===== src/rtl/refresh_sched_if.sv =====
// Bundle between the DRAM refresh scheduler and the RAM controller / timebase.
// Handshake: TICK and RefAck are single-FCLK strobes with no back-pressure; RefReq/RefUrg are levels.
interface refresh_sched_if;
    logic       TICK;
    logic       RefAck;
    logic       BACT;
    logic       RefReq;
    logic       RefUrg;
    logic [2:0] RefOwed;
    logic       RefOvf;
    logic [1:0] state_dbg;

    modport master (
        output TICK, RefAck, BACT,
        input  RefReq, RefUrg, RefOwed, RefOvf, state_dbg
    );

    modport slave (
        input  TICK, RefAck, BACT,
        output RefReq, RefUrg, RefOwed, RefOvf, state_dbg
    );
endinterface


===== src/rtl/refresh_sched.sv =====
// DRAM refresh scheduler: counts owed refreshes from a tick prescaler and raises request/urgent levels.
// Optional macro REFRESH_OVF_EN adds a sticky overflow flag for refreshes lost to saturation.
module refresh_sched #(
    parameter int TICKS_PER_REF = 8,
    parameter int URG_THRESH    = 2,
    parameter int MAX_OWED      = 7
) (
    input  logic              FCLK,
    input  logic              RES,
    refresh_sched_if.slave    bus
);
    typedef enum logic [1:0] {
        IDLE   = 2'd0,
        PEND   = 2'd1,
        URGENT = 2'd2
    } state_t;

    localparam logic [7:0] PS_LAST  = 8'(TICKS_PER_REF - 1);
    localparam logic [2:0] MAX_C    = 3'(MAX_OWED);
    localparam logic [2:0] URG_C    = 3'(URG_THRESH);
    localparam logic [2:0] IDLE_LEN = 3'd4;

    state_t     state, state_nx;
    logic [7:0] ps, ps_nx;
    logic [2:0] owed, owed_nx;
    logic [2:0] idle_cnt, idle_nx;
    logic       promo, promo_nx;
    logic       inc;
    logic       req_q, urg_q;

    always_comb begin
        inc      = bus.TICK && (ps == PS_LAST);
        ps_nx    = ps;
        owed_nx  = owed;
        idle_nx  = 3'd0;
        promo_nx = promo;
        state_nx = IDLE;

        if (bus.TICK)
            ps_nx = inc ? 8'd0 : ps + 8'd1;

        // Simultaneous INC and RefAck cancel; saturation and empty both hold the count.
        if (inc && !bus.RefAck) begin
            if (owed != MAX_C)
                owed_nx = owed + 3'd1;
        end else if (!inc && bus.RefAck && owed != 3'd0) begin
            owed_nx = owed - 3'd1;
        end

        if (!bus.BACT)
            idle_nx = (idle_cnt == IDLE_LEN) ? idle_cnt : idle_cnt + 3'd1;

        // Idle-bus promotion latches until the owed count drains to zero.
        if (state == PEND && idle_nx == IDLE_LEN)
            promo_nx = 1'b1;
        if (owed_nx == 3'd0)
            promo_nx = 1'b0;

        if (owed_nx == 3'd0)
            state_nx = IDLE;
        else if (owed_nx >= URG_C || promo_nx)
            state_nx = URGENT;
        else
            state_nx = PEND;
    end

    always_ff @(posedge FCLK) begin
        if (RES) begin
            ps       <= 8'd0;
            owed     <= 3'd0;
            idle_cnt <= 3'd0;
            promo    <= 1'b0;
            state    <= IDLE;
            req_q    <= 1'b0;
            urg_q    <= 1'b0;
        end else begin
            ps       <= ps_nx;
            owed     <= owed_nx;
            idle_cnt <= idle_nx;
            promo    <= promo_nx;
            state    <= state_nx;
            req_q    <= (state_nx != IDLE);
            urg_q    <= (state_nx == URGENT);
        end
    end

    assign bus.RefReq    = req_q;
    assign bus.RefUrg    = urg_q;
    assign bus.RefOwed   = owed;
    assign bus.state_dbg = state;

`ifdef REFRESH_OVF_EN
    logic lost;
    logic ovf;

    assign lost = inc && !bus.RefAck && (owed == MAX_C);

    always_ff @(posedge FCLK) begin
        if (RES)
            ovf <= 1'b0;
        else if (lost)
            ovf <= 1'b1;
    end

    assign bus.RefOvf = ovf;
`else
    assign bus.RefOvf = 1'b0;
`endif
endmodule


===== src/flat_wrapper.sv =====
// flat-port wrapper written by rule: the top's interface ports become plain ports
module refresh_sched_flat 
#(
    parameter int TICKS_PER_REF = 8,
    parameter int URG_THRESH    = 2,
    parameter int MAX_OWED      = 7
)
  (FCLK, RES, bus_TICK, bus_RefAck, bus_BACT, bus_RefReq, bus_RefUrg, bus_RefOwed, bus_RefOvf, bus_state_dbg);
  refresh_sched_if bus_i ();
  input  logic FCLK;
  input  logic RES;
  input wire logic [$bits(bus_i.TICK)-1:0] bus_TICK;
  input wire logic [$bits(bus_i.RefAck)-1:0] bus_RefAck;
  input wire logic [$bits(bus_i.BACT)-1:0] bus_BACT;
  output wire logic [$bits(bus_i.RefReq)-1:0] bus_RefReq;
  output wire logic [$bits(bus_i.RefUrg)-1:0] bus_RefUrg;
  output wire logic [$bits(bus_i.RefOwed)-1:0] bus_RefOwed;
  output wire logic [$bits(bus_i.RefOvf)-1:0] bus_RefOvf;
  output wire logic [$bits(bus_i.state_dbg)-1:0] bus_state_dbg;
  assign bus_i.TICK = bus_TICK;
  assign bus_i.RefAck = bus_RefAck;
  assign bus_i.BACT = bus_BACT;
  assign bus_RefReq = bus_i.RefReq;
  assign bus_RefUrg = bus_i.RefUrg;
  assign bus_RefOwed = bus_i.RefOwed;
  assign bus_RefOvf = bus_i.RefOvf;
  assign bus_state_dbg = bus_i.state_dbg;
  refresh_sched #(.TICKS_PER_REF(TICKS_PER_REF), .URG_THRESH(URG_THRESH), .MAX_OWED(MAX_OWED)) u_core (.FCLK(FCLK), .RES(RES), .bus(bus_i));
endmodule

===== config.mk =====
export PLATFORM = sky130hd
export DESIGN_NAME = refresh_sched_flat
export DESIGN_NICKNAME = d
export VERILOG_FILES = /design/src/rtl/refresh_sched_if.sv /design/src/rtl/refresh_sched.sv /design/src/flat_wrapper.sv
export SDC_FILE = /design/constraint.sdc
export NUM_CORES = 1
export LEC_CHECK = 0
export ABC_AREA = 1
export CORE_MARGIN = 2
export CORE_UTILIZATION = 54
export DETAILED_ROUTE_END_ITERATION = 10
export DONT_BUFFER_PORTS = 1
export GPL_TIMING_DRIVEN = 1
export MAX_ROUTING_LAYER = met4
export PLACE_DENSITY = 0.72
export SYNTH_ARGS = -nofsm -noshare
export SYNTH_HDL_FRONTEND = slang
export SYNTH_SLANG_ARGS = --single-unit

===== constraint.sdc =====
create_clock -name FCLK -period 1.55 [get_ports FCLK]
set_input_delay 0.465 -clock FCLK [delete_from_list [all_inputs] [get_ports FCLK]]
set_output_delay 0.465 -clock FCLK [all_outputs]
set_load 0.02 [all_outputs]

==> flow_summary.json <==
{
  "syn_area_um2": 1020,
  "holdCritPathClass": "input port to flop",
  "antenna_found_initial": 0,
  "fp.dieH_um": 47.5,
  "start_util": 0.586,
  "syn_nets": 151,
  "io_pins": 13,
  "leakage_nw": 0.560,
  "antenna_left": 0,
  "setup_ws_ns": 0.0181,
  "cp_max_fo": 4,
  "critical_path_class": "flop to flop",
  "postSynthCellCount": 140,
  "async_flop_share": 0,
  "setup_viol": 0,
  "port_buffers": 0,
  "cap_violations": 0,
  "ys_seq_area_frac": 0.353,
  "period_share": 0.988,
  "grt_max_degree": 14,
  "drv_slew": 0,
  "fp-row-count": 15,
  "htreeDepth": 1,
  "synth_edf_count": 0,
  "required_ns": 1.77,
  "crit_arrival_ns": 1.75,
  "synth.distinct_cells": 26,
  "clkLatencyLatePin_ns": 0.31,
  "antenna_cells": 0,
  "cts_buffer_depth": 2,
  "regToRegStartpoint": "u_core.bus.RefOwed[1]$_SDFF_PP0_",
  "drc": 0,
  "drt_iter0_markers": 30,
  "fmax_mhz": 653,
  "coreArea_um2": 1750,
  "root_buffer": "clkbuf_4",
  "viasPerCell": 5.18,
  "wl_per_cell_um": 13.4,
  "setup.worst_path.start": "u_core.bus.RefOwed[1]$_SDFF_PP0_",
  "setup.worst_path.start_class": "flop",
  "wl_um": 2390,
  "synthFlopType": "dfxtp_1",
  "nets": 165,
  "end_kind": "flop",
  "dp_slack_ns": -0.00108,
  "rsz0062_at_grt": "yes",
  "hold_start": "RES",
  "ys_seq_elements": 18,
  "hold_viol_final": 0,
  "grt_pass1_vias": 781,
  "cts_tree": "yes",
  "track_usage": 0.211,
  "grt_pass1_wl_um": 3140,
  "clock-sinks": 18,
  "total_power_w": 0.00206,
  "die_area_um2": 2260,
  "ys_warn_count": 0,
  "synth.avg_cell_area_um2": 7.30,
  "layout_min_cycle_time_ns": 1.53,
  "status": "finished, final reports clean",
  "syn_to_final_growth_pct": 25.9,
  "p_per_area_nw_per_um2": 1600,
  "hpwlAfterDp_um": 1550,
  "first_pass_iters": 5,
  "cts_made_buffers": 3,
  "ir_worst_vdd_v": 0.00137,
  "die_width_um": 47.5,
  "place.gp.congestion": 0.816,
  "final_common_cell": "inv_1",
  "drive_above_1_share": 0.392,
  "path_clk_slew_ns": 0.11,
  "grt.overflow.total": 0,
  "layout_common_cells": "inv_1, nand2_1, nor2_1",
  "fin_skew_ns": 0.0153,
  "vias": 922
}
## synth_stat cells, drive strengths merged (2+ instances only)
cell | instances | area, um2
xor2 | 2 | 17.5
nand2 | 30 | 148
dfxtp | 18 | 360
inv | 24 | 90.1
ha | 6 | 75.1
a21oi | 2 | 10.0
buf | 2 | 15.0
o21ai | 5 | 25.0
nor2 | 23 | 104
nor3 | 4 | 25.0
nand3 | 15 | 95.1
nand4 | 3 | 25.0
## cell type report
class	instances	area, um2
multi-input cells	94	673
well taps	25	31.3
clock buffers	4	26.3
inverters	25	96.3
fillers	133	458
repair buffers	12	90.1
flip-flops and latches	18	370
## kinds of logic after synthesis
kind of cell | share of synthesized area
and+or+nand+nor | 0.401
buffers and inverters | 0.110
DFF | 0.353
AOI/OAI and AO/OA | 0.0416
adders and majority gates | 0.0734
xor gates and xnor gates | 0.0171
other | 0.00367
## stage by stage
stage                     utilization  hold slack (ns)  setup TNS [ns]  instance area, um2  std cells
after floorplan                     -            0.422               0                1040        140
after global placement          0.627            0.446               0                1090        168
after detailed placement        0.627            0.450        -0.00108                1090        168
after CTS                       0.657            0.217               0                1150        174
after global routing            0.738            0.197          -0.154                1290        178
final                           0.738            0.204               0                1290        178
## critical path, cell delays in order, from the launching register on
cell and delay, ns:
dfxtp_2 0.35, buf_4 0.13, ha_2 0.19, nand2_2 0.08
o21ai_0 0.19, nand3_1 0.15, nand2_4 0.13, nand3_4 0.08
and2_4 0.13
## routing by layer
metal  up-vias  track usage  wire (um)
met5         -            -          0
met4         0        0.106         78
met3        11       0.0528        140
met2        37        0.351       1160
met1       415        0.230       1010
li1        459            -          -
## registers in the layout, indices dropped and copies added (netlist names)
name / flops
u_core.bus.RefOwed: 3
u_core.promo: 1
u_core.bus.RefReq: 1
u_core.ps: 8
u_core.bus.RefUrg: 1
u_core.bus.state_dbg: 1
u_core.idle_cnt: 3
## power breakdown
| part | internal, W | leakage [nW] | switching [W] |
|---|---|---|---|
| combinational | 0.000510 | 0.396 | 0.000687 |
| sequential | 0.000546 | 0.149 | 0.0000698 |
| clock | 0.000100 | 0.0150 | 0.000149 |
| total | 0.00116 | 0.560 | 0.000906 |
## path summary, 6_finish.rpt
kind         slack, ns  depth (start not counted)                                to
max               0.02                          8      u_core.bus.RefUrg$_SDFF_PP0_
min               0.20                          1  u_core.bus.RefOwed[1]$_SDFF_PP0_
max reg2reg       0.02                          8      u_core.bus.RefUrg$_SDFF_PP0_
min reg2reg       0.46                          1         u_core.ps[7]$_SDFFE_PP0P_
## what timing repair did
item	4_1_cts	5_1_grt
setup buffers	2	4
resized for setup	3	26
hold buffers	0	0
endpoints found under the setup margin	2	5
gates cloned	0	0
pin swaps	5	16
(Power assumes the default switching activity.)
